<file path="src/rtl/stack_sequencer.sv">
// ---------------------------------------------------------------------------
// stack_sequencer
//
// Walks a STACK_* register bitmask and moves one 16-bit word per set bit
// between the register file and the SS-relative stack. Used for PUSH/POP,
// PUSH R/POP R, interrupt entry (PSW, PS, PC) and RETI.
//
// Slot order: push services the lowest set bit first, pop the highest first.
// Bit 4 (STACK_SP) pushes the SP value captured at start, and on pop it
// reloads SP from memory. Bit 5 (STACK_BP_SKIP_SP) pushes like bit 4, and on
// pop it does the read but discards the data.
//
// Ports:
//   clk, reset           clock, synchronous active-high reset
//   start                one-cycle request, honoured only while idle
//   is_pop, mask, sp_in  operation descriptor, latched with start
//   reg_sel              bit index of the slot in service (register-file port)
//   reg_rdata            register value for reg_sel (same-cycle)
//   reg_we, reg_wdata    register write-back on pop
//   mem_req/wr/addr/wdata/ack/rdata  bus-interface handshake
//   sp_out, sp_we        working SP, write strobe pulsed with done
//   busy, done           status
// ---------------------------------------------------------------------------
module stack_sequencer #(
    parameter int ADDR_STEP = 2
) (
    input  logic        clk,
    input  logic        reset,
    input  logic        start,
    input  logic        is_pop,
    input  logic [15:0] mask,
    input  logic [15:0] sp_in,
    output logic [3:0]  reg_sel,
    input  logic [15:0] reg_rdata,
    output logic        reg_we,
    output logic [15:0] reg_wdata,
    output logic        mem_req,
    output logic        mem_wr,
    output logic [15:0] mem_addr,
    output logic [15:0] mem_wdata,
    input  logic        mem_ack,
    input  logic [15:0] mem_rdata,
    output logic [15:0] sp_out,
    output logic        sp_we,
    output logic        busy,
    output logic        done
);

    localparam logic [15:0] STEP = 16'(ADDR_STEP);

    typedef enum logic [1:0] {
        IDLE = 2'd0,
        BUS  = 2'd1,
        DONE = 2'd2
    } state_t;

    state_t      state_reg;
    logic [15:0] mask_reg;
    logic [15:0] sp_reg;
    logic [15:0] orig_sp_reg;
    logic        is_pop_reg;

    logic [3:0]  slot_sel;
    logic [15:0] mask_next;
    logic        in_bus;
    logic        slot_is_sp;
    logic        slot_is_skip;

    // Priority encoder over the bits still pending. The loop direction picks
    // which end wins: for a push the last match scanning downwards is the
    // lowest bit; for a pop the last match scanning upwards is the highest.
    always_comb begin
        slot_sel = 4'd0;
        if (is_pop_reg) begin
            for (int i = 0; i < 16; i++) begin
                if (mask_reg[i]) begin
                    slot_sel = 4'(i);
                end
            end
        end else begin
            for (int i = 15; i >= 0; i--) begin
                if (mask_reg[i]) begin
                    slot_sel = 4'(i);
                end
            end
        end
    end

    assign mask_next    = mask_reg & ~(16'h0001 << slot_sel);
    assign in_bus       = (state_reg == BUS);
    assign slot_is_sp   = (slot_sel == 4'd4);
    assign slot_is_skip = (slot_sel == 4'd5);

    // Bus-side outputs are derived from registered state only (plus the
    // same-cycle register read), so they hold steady while waiting for ack.
    assign mem_req   = in_bus;
    assign mem_wr    = in_bus & ~is_pop_reg;
    assign mem_addr  = !in_bus    ? 16'h0000 :
                       is_pop_reg ? sp_reg   : (sp_reg - STEP);
    assign mem_wdata = (!in_bus || is_pop_reg)     ? 16'h0000    :
                       (slot_is_sp || slot_is_skip) ? orig_sp_reg : reg_rdata;
    assign reg_sel   = in_bus ? slot_sel : 4'd0;

    // Write-back happens in the ack cycle because read data is only valid
    // then. A reset in the same cycle suppresses it so an aborted pop never
    // touches the register file.
    assign reg_we    = in_bus & is_pop_reg & mem_ack & ~slot_is_sp & ~slot_is_skip & ~reset;
    assign reg_wdata = reg_we ? mem_rdata : 16'h0000;

    assign sp_out = sp_reg;
    assign sp_we  = (state_reg == DONE);
    assign done   = (state_reg == DONE);
    assign busy   = (state_reg != IDLE);

    always_ff @(posedge clk) begin
        if (reset) begin
            state_reg   <= IDLE;
            mask_reg    <= 16'h0000;
            sp_reg      <= 16'h0000;
            orig_sp_reg <= 16'h0000;
            is_pop_reg  <= 1'b0;
        end else begin
            case (state_reg)
                IDLE: begin
                    if (start) begin
                        mask_reg    <= mask;
                        is_pop_reg  <= is_pop;
                        sp_reg      <= sp_in;
                        orig_sp_reg <= sp_in;
                        state_reg   <= (mask != 16'h0000) ? BUS : DONE;
                    end
                end
                BUS: begin
                    if (mem_ack) begin
                        mask_reg <= mask_next;
                        if (!is_pop_reg) begin
                            sp_reg <= sp_reg - STEP;
                        end else if (slot_is_sp) begin
                            sp_reg <= mem_rdata;
                        end else begin
                            sp_reg <= sp_reg + STEP;
                        end
                        if (mask_next == 16'h0000) begin
                            state_reg <= DONE;
                        end
                    end
                end
                DONE: begin
                    state_reg <= IDLE;
                end
                default: begin
                    state_reg <= IDLE;
                end
            endcase
        end
    end

endmodule

</file>
<file path="config.mk">
export PLATFORM = sky130hd
export DESIGN_NAME = stack_sequencer
export DESIGN_NICKNAME = d
export VERILOG_FILES = /design/src/rtl/stack_sequencer.sv
export SDC_FILE = /design/constraint.sdc
export NUM_CORES = 1
export LEC_CHECK = 0
export ABC_AREA = 1
export BUFFER_PORTS_ARGS = -buffer_cell sky130_fd_sc_hd__clkbuf_2
export CAP_MARGIN = 40
export CORE_MARGIN = 4
export CORE_UTILIZATION = 50
export CTS_CLUSTER_SIZE = 10
export DETAILED_ROUTE_END_ITERATION = 10
export PLACE_DENSITY_LB_ADDON = 0.3
export SETUP_SLACK_MARGIN = 0.02
export SLEW_MARGIN = 25
export SYNTH_ARGS = -nofsm -noshare
export SYNTH_HDL_FRONTEND = slang
export SYNTH_SLANG_ARGS = --single-unit
</file>
<file path="constraint.sdc">
create_clock -name clk -period 4.2 [get_ports clk]
set_input_delay 0.42 -clock clk [delete_from_list [all_inputs] [get_ports clk]]
set_output_delay 0.42 -clock clk [all_outputs]
set_load 0.005 [all_outputs]
</file>
==> results.sh <==
export IMPL_status="finished, final reports clean"
export IMPL_power_switching_mw=2.27
export IMPL_die_w_um=98.7
export IMPL_overflow=0
export IMPL_final_cell_mix="nand2_1, clkbuf_2, nor2_1"
export IMPL_drt_pass1_iter_count=5
export IMPL_drt_iter0_drc=563
export IMPL_rsz0062_at_grt="no"
export IMPL_avgSynthCellArea_um2=5.86
export IMPL_routabilityCongestion=1.08
export IMPL_synthTopCellsByArea="dfxtp_1, nand2_1, nor2_1"
export IMPL_yosysTopAreaCellShare=0.248
export IMPL_post_cts_buffers=0
export IMPL_cp_required_ps=3780
export IMPL_synth_cells=703
export IMPL_final_common_cell="nand2_1"
export IMPL_fmax_mhz=262
export IMPL_fin_crit_sh=0.910
export IMPL_drive_gt1_frac=0.226
export IMPL_worst_hold_slack_ps=343
export IMPL_p_total_mw=4.00
export IMPL_tns_ps=0
export IMPL_comb_power_share=0.689
export IMPL_syn_area_um2=4120
export IMPL_area_delta_synth_final_pct=19.6
export IMPL_clock_root_buffer="clkbuf_8"
export IMPL_post_drt_wl_per_cell_um=15.3
export IMPL_grt_pass1_vias=4837
export IMPL_p_clk_frac=0.091
export IMPL_grt_pass1_wl_mm=22.5
export IMPL_cts_tree="built"
export IMPL_cts_sinks=51
export IMPL_vdd_drop_max_v=0.000464
export IMPL_cts_clk_slew_worst_paths_ps=100
export IMPL_clk_latency_ps=320
export IMPL_synth_seq_cells=51
export IMPL_cp_end_kind="primary output"
export IMPL_setup_viol=0
export IMPL_cts_resized_gates=0
export IMPL_antenna_cells=0
export IMPL_ys_seq_area_frac=0.248
export IMPL_htreeDepth=2
export IMPL_pwr_share_seq=0.220
export IMPL_slew_headroom=0.455
export IMPL_drcViolationCount=0
export IMPL_crit_path_start_kind="flop"
export IMPL_final_area_um2=4920
export IMPL_crit_arrival_ps=3400
export IMPL_period_needed_ps=3820
export IMPL_sw_frac_of_total=0.568
export IMPL_synth_distinct_cells=38
export IMPL_drv_slew=0
export IMPL_drt_total_wl_mm=14.1
export IMPL_crit_fanout=20
export IMPL_cts_buffers=5
export IMPL_hold_viol=0
export IMPL_die_area_um2=9750
export IMPL_power_leakage_nw=2.43
export IMPL_r2r_cells=27
export IMPL_ys_warn_count=0
export IMPL_grt_util_all_layers=0.277
export IMPL_dpl_hpwl_mm=10.6
export IMPL_start_util=0.525
export IMPL_grt_max_degree=55
export IMPL_fin_cells=919
export IMPL_num_vias=5256
export IMPL_port_buffers=142
export IMPL_critical_path_class="flop to primary output"
export IMPL_antenna_found_initial=0
export IMPL_synth_nets=774
export IMPL_power_density_nw_per_um2=813
export IMPL_dieHeight_um=98.7
export IMPL_antenna_left=0
export IMPL_fin_skew_ps=5.73
export IMPL_worstMarginPinSlew_ps=818
export IMPL_ios=143
export IMPL_dp_cells=910
export IMPL_std_cell_rows=32
export IMPL_cts_hold_buf=0
export IMPL_vias_per_cell=5.72
export IMPL_fin_nets=887
export IMPL_coreArea_um2=7850
export IMPL_p_int_mw=1.73
export IMPL_clk_path_buf_depth=2
export IMPL_max_cap_violations=0
export IMPL_synth_top_cell_by_area="dfxtp_1"
export IMPL_place_area_um2=4800
export IMPL_hold_path_class="input pin to flop"
export IMPL_holdPathStages=3
[power groups by stage]
stage | sequential (mW) | combinational (mW) | clock [mW]
after floorplan | 0.790 | 2.06 | 0
final | 0.882 | 2.76 | 0.363
after global placement | 0.873 | 2.62 | 0
after CTS | 0.869 | 2.71 | 0.363
after detailed placement | 0.880 | 2.69 | 0
after global routing | 0.909 | 3.05 | 0.386
[cell families after synthesis]
family | synth area share
AO/OA/AOI/OAI | 0.231
XOR/XNOR | 0.0106
adder cells (fa/ha/maj) | 0.00608
buffers and inverters | 0.122
flip-flops | 0.248
AND/OR/NAND/NOR | 0.382
[metrics by stage]
step / util / setup WS (ps)
floorplan: - / 1740
global placement: 0.612 / 878
detailed placement: 0.612 / 806
CTS: 0.626 / 430
global route: 0.627 / 83.3
finish: 0.627 / 379
[synthesized netlist by cell type, drive strengths merged]
library cell,instances
o22ai,1
nor4,7
nor3,8
a31oi,4
buf,15
xnor2,2
or2,1
xor2,3
clkbuf,27
dfxtp,51
o2111ai,2
o31ai,2
nand4,23
inv,81
nand3,25
nand2,169
ha,2
o211ai,30
nand3b,1
o21ai,60
nor2,120
a21oi,68
a41o,1
[per-layer routing]
| layer | track usage | up-vias | part of all wire |
|---|---|---|---|
| li1 | - | 2534 | - |
| met1 | 0.370 | 2353 | 0.41 |
| met2 | 0.453 | 331 | 0.46 |
| met3 | 0.0460 | 38 | 0.10 |
| met4 | 0.0945 | 0 | 0.024 |
| met5 | 0 | - | 0 |
[layout make-up]
cell class | count | area [um^2]
inverters | 81 | 307
fillers | 785 | 2920
flip-flops and latches | 51 | 1020
well taps | 102 | 128
clock buffers | 5 | 68.8
multi-input cells | 529 | 2600
clock inverters | 3 | 43.8
repair buffers | 148 | 756
[path summary, 6_finish.rpt]
check | from | endpoint | slack [ps]
setup / recovery | mask_reg[2] | mem_wdata[0] | 380
hold / removal | sp_in[0] | orig_sp_reg[0] | 340
setup reg to reg | mask_reg[2] | state_reg[0] | 1350
hold reg to reg | sp_out[0] | sp_out[0] | 480
[critical path: stages (launching register included)]
cell,delay (ps)
dfxtp_1,360
nor2_1,150
inv_1,80
nor3_1,200
a31oi_1,110
nor2_1,500
nor2_1,150
nand2_2,430
nand2_2,310
inv_1,390
o21ai_0,150
nor2_1,130
clkbuf_2,120
(Power assumes the default switching activity.)
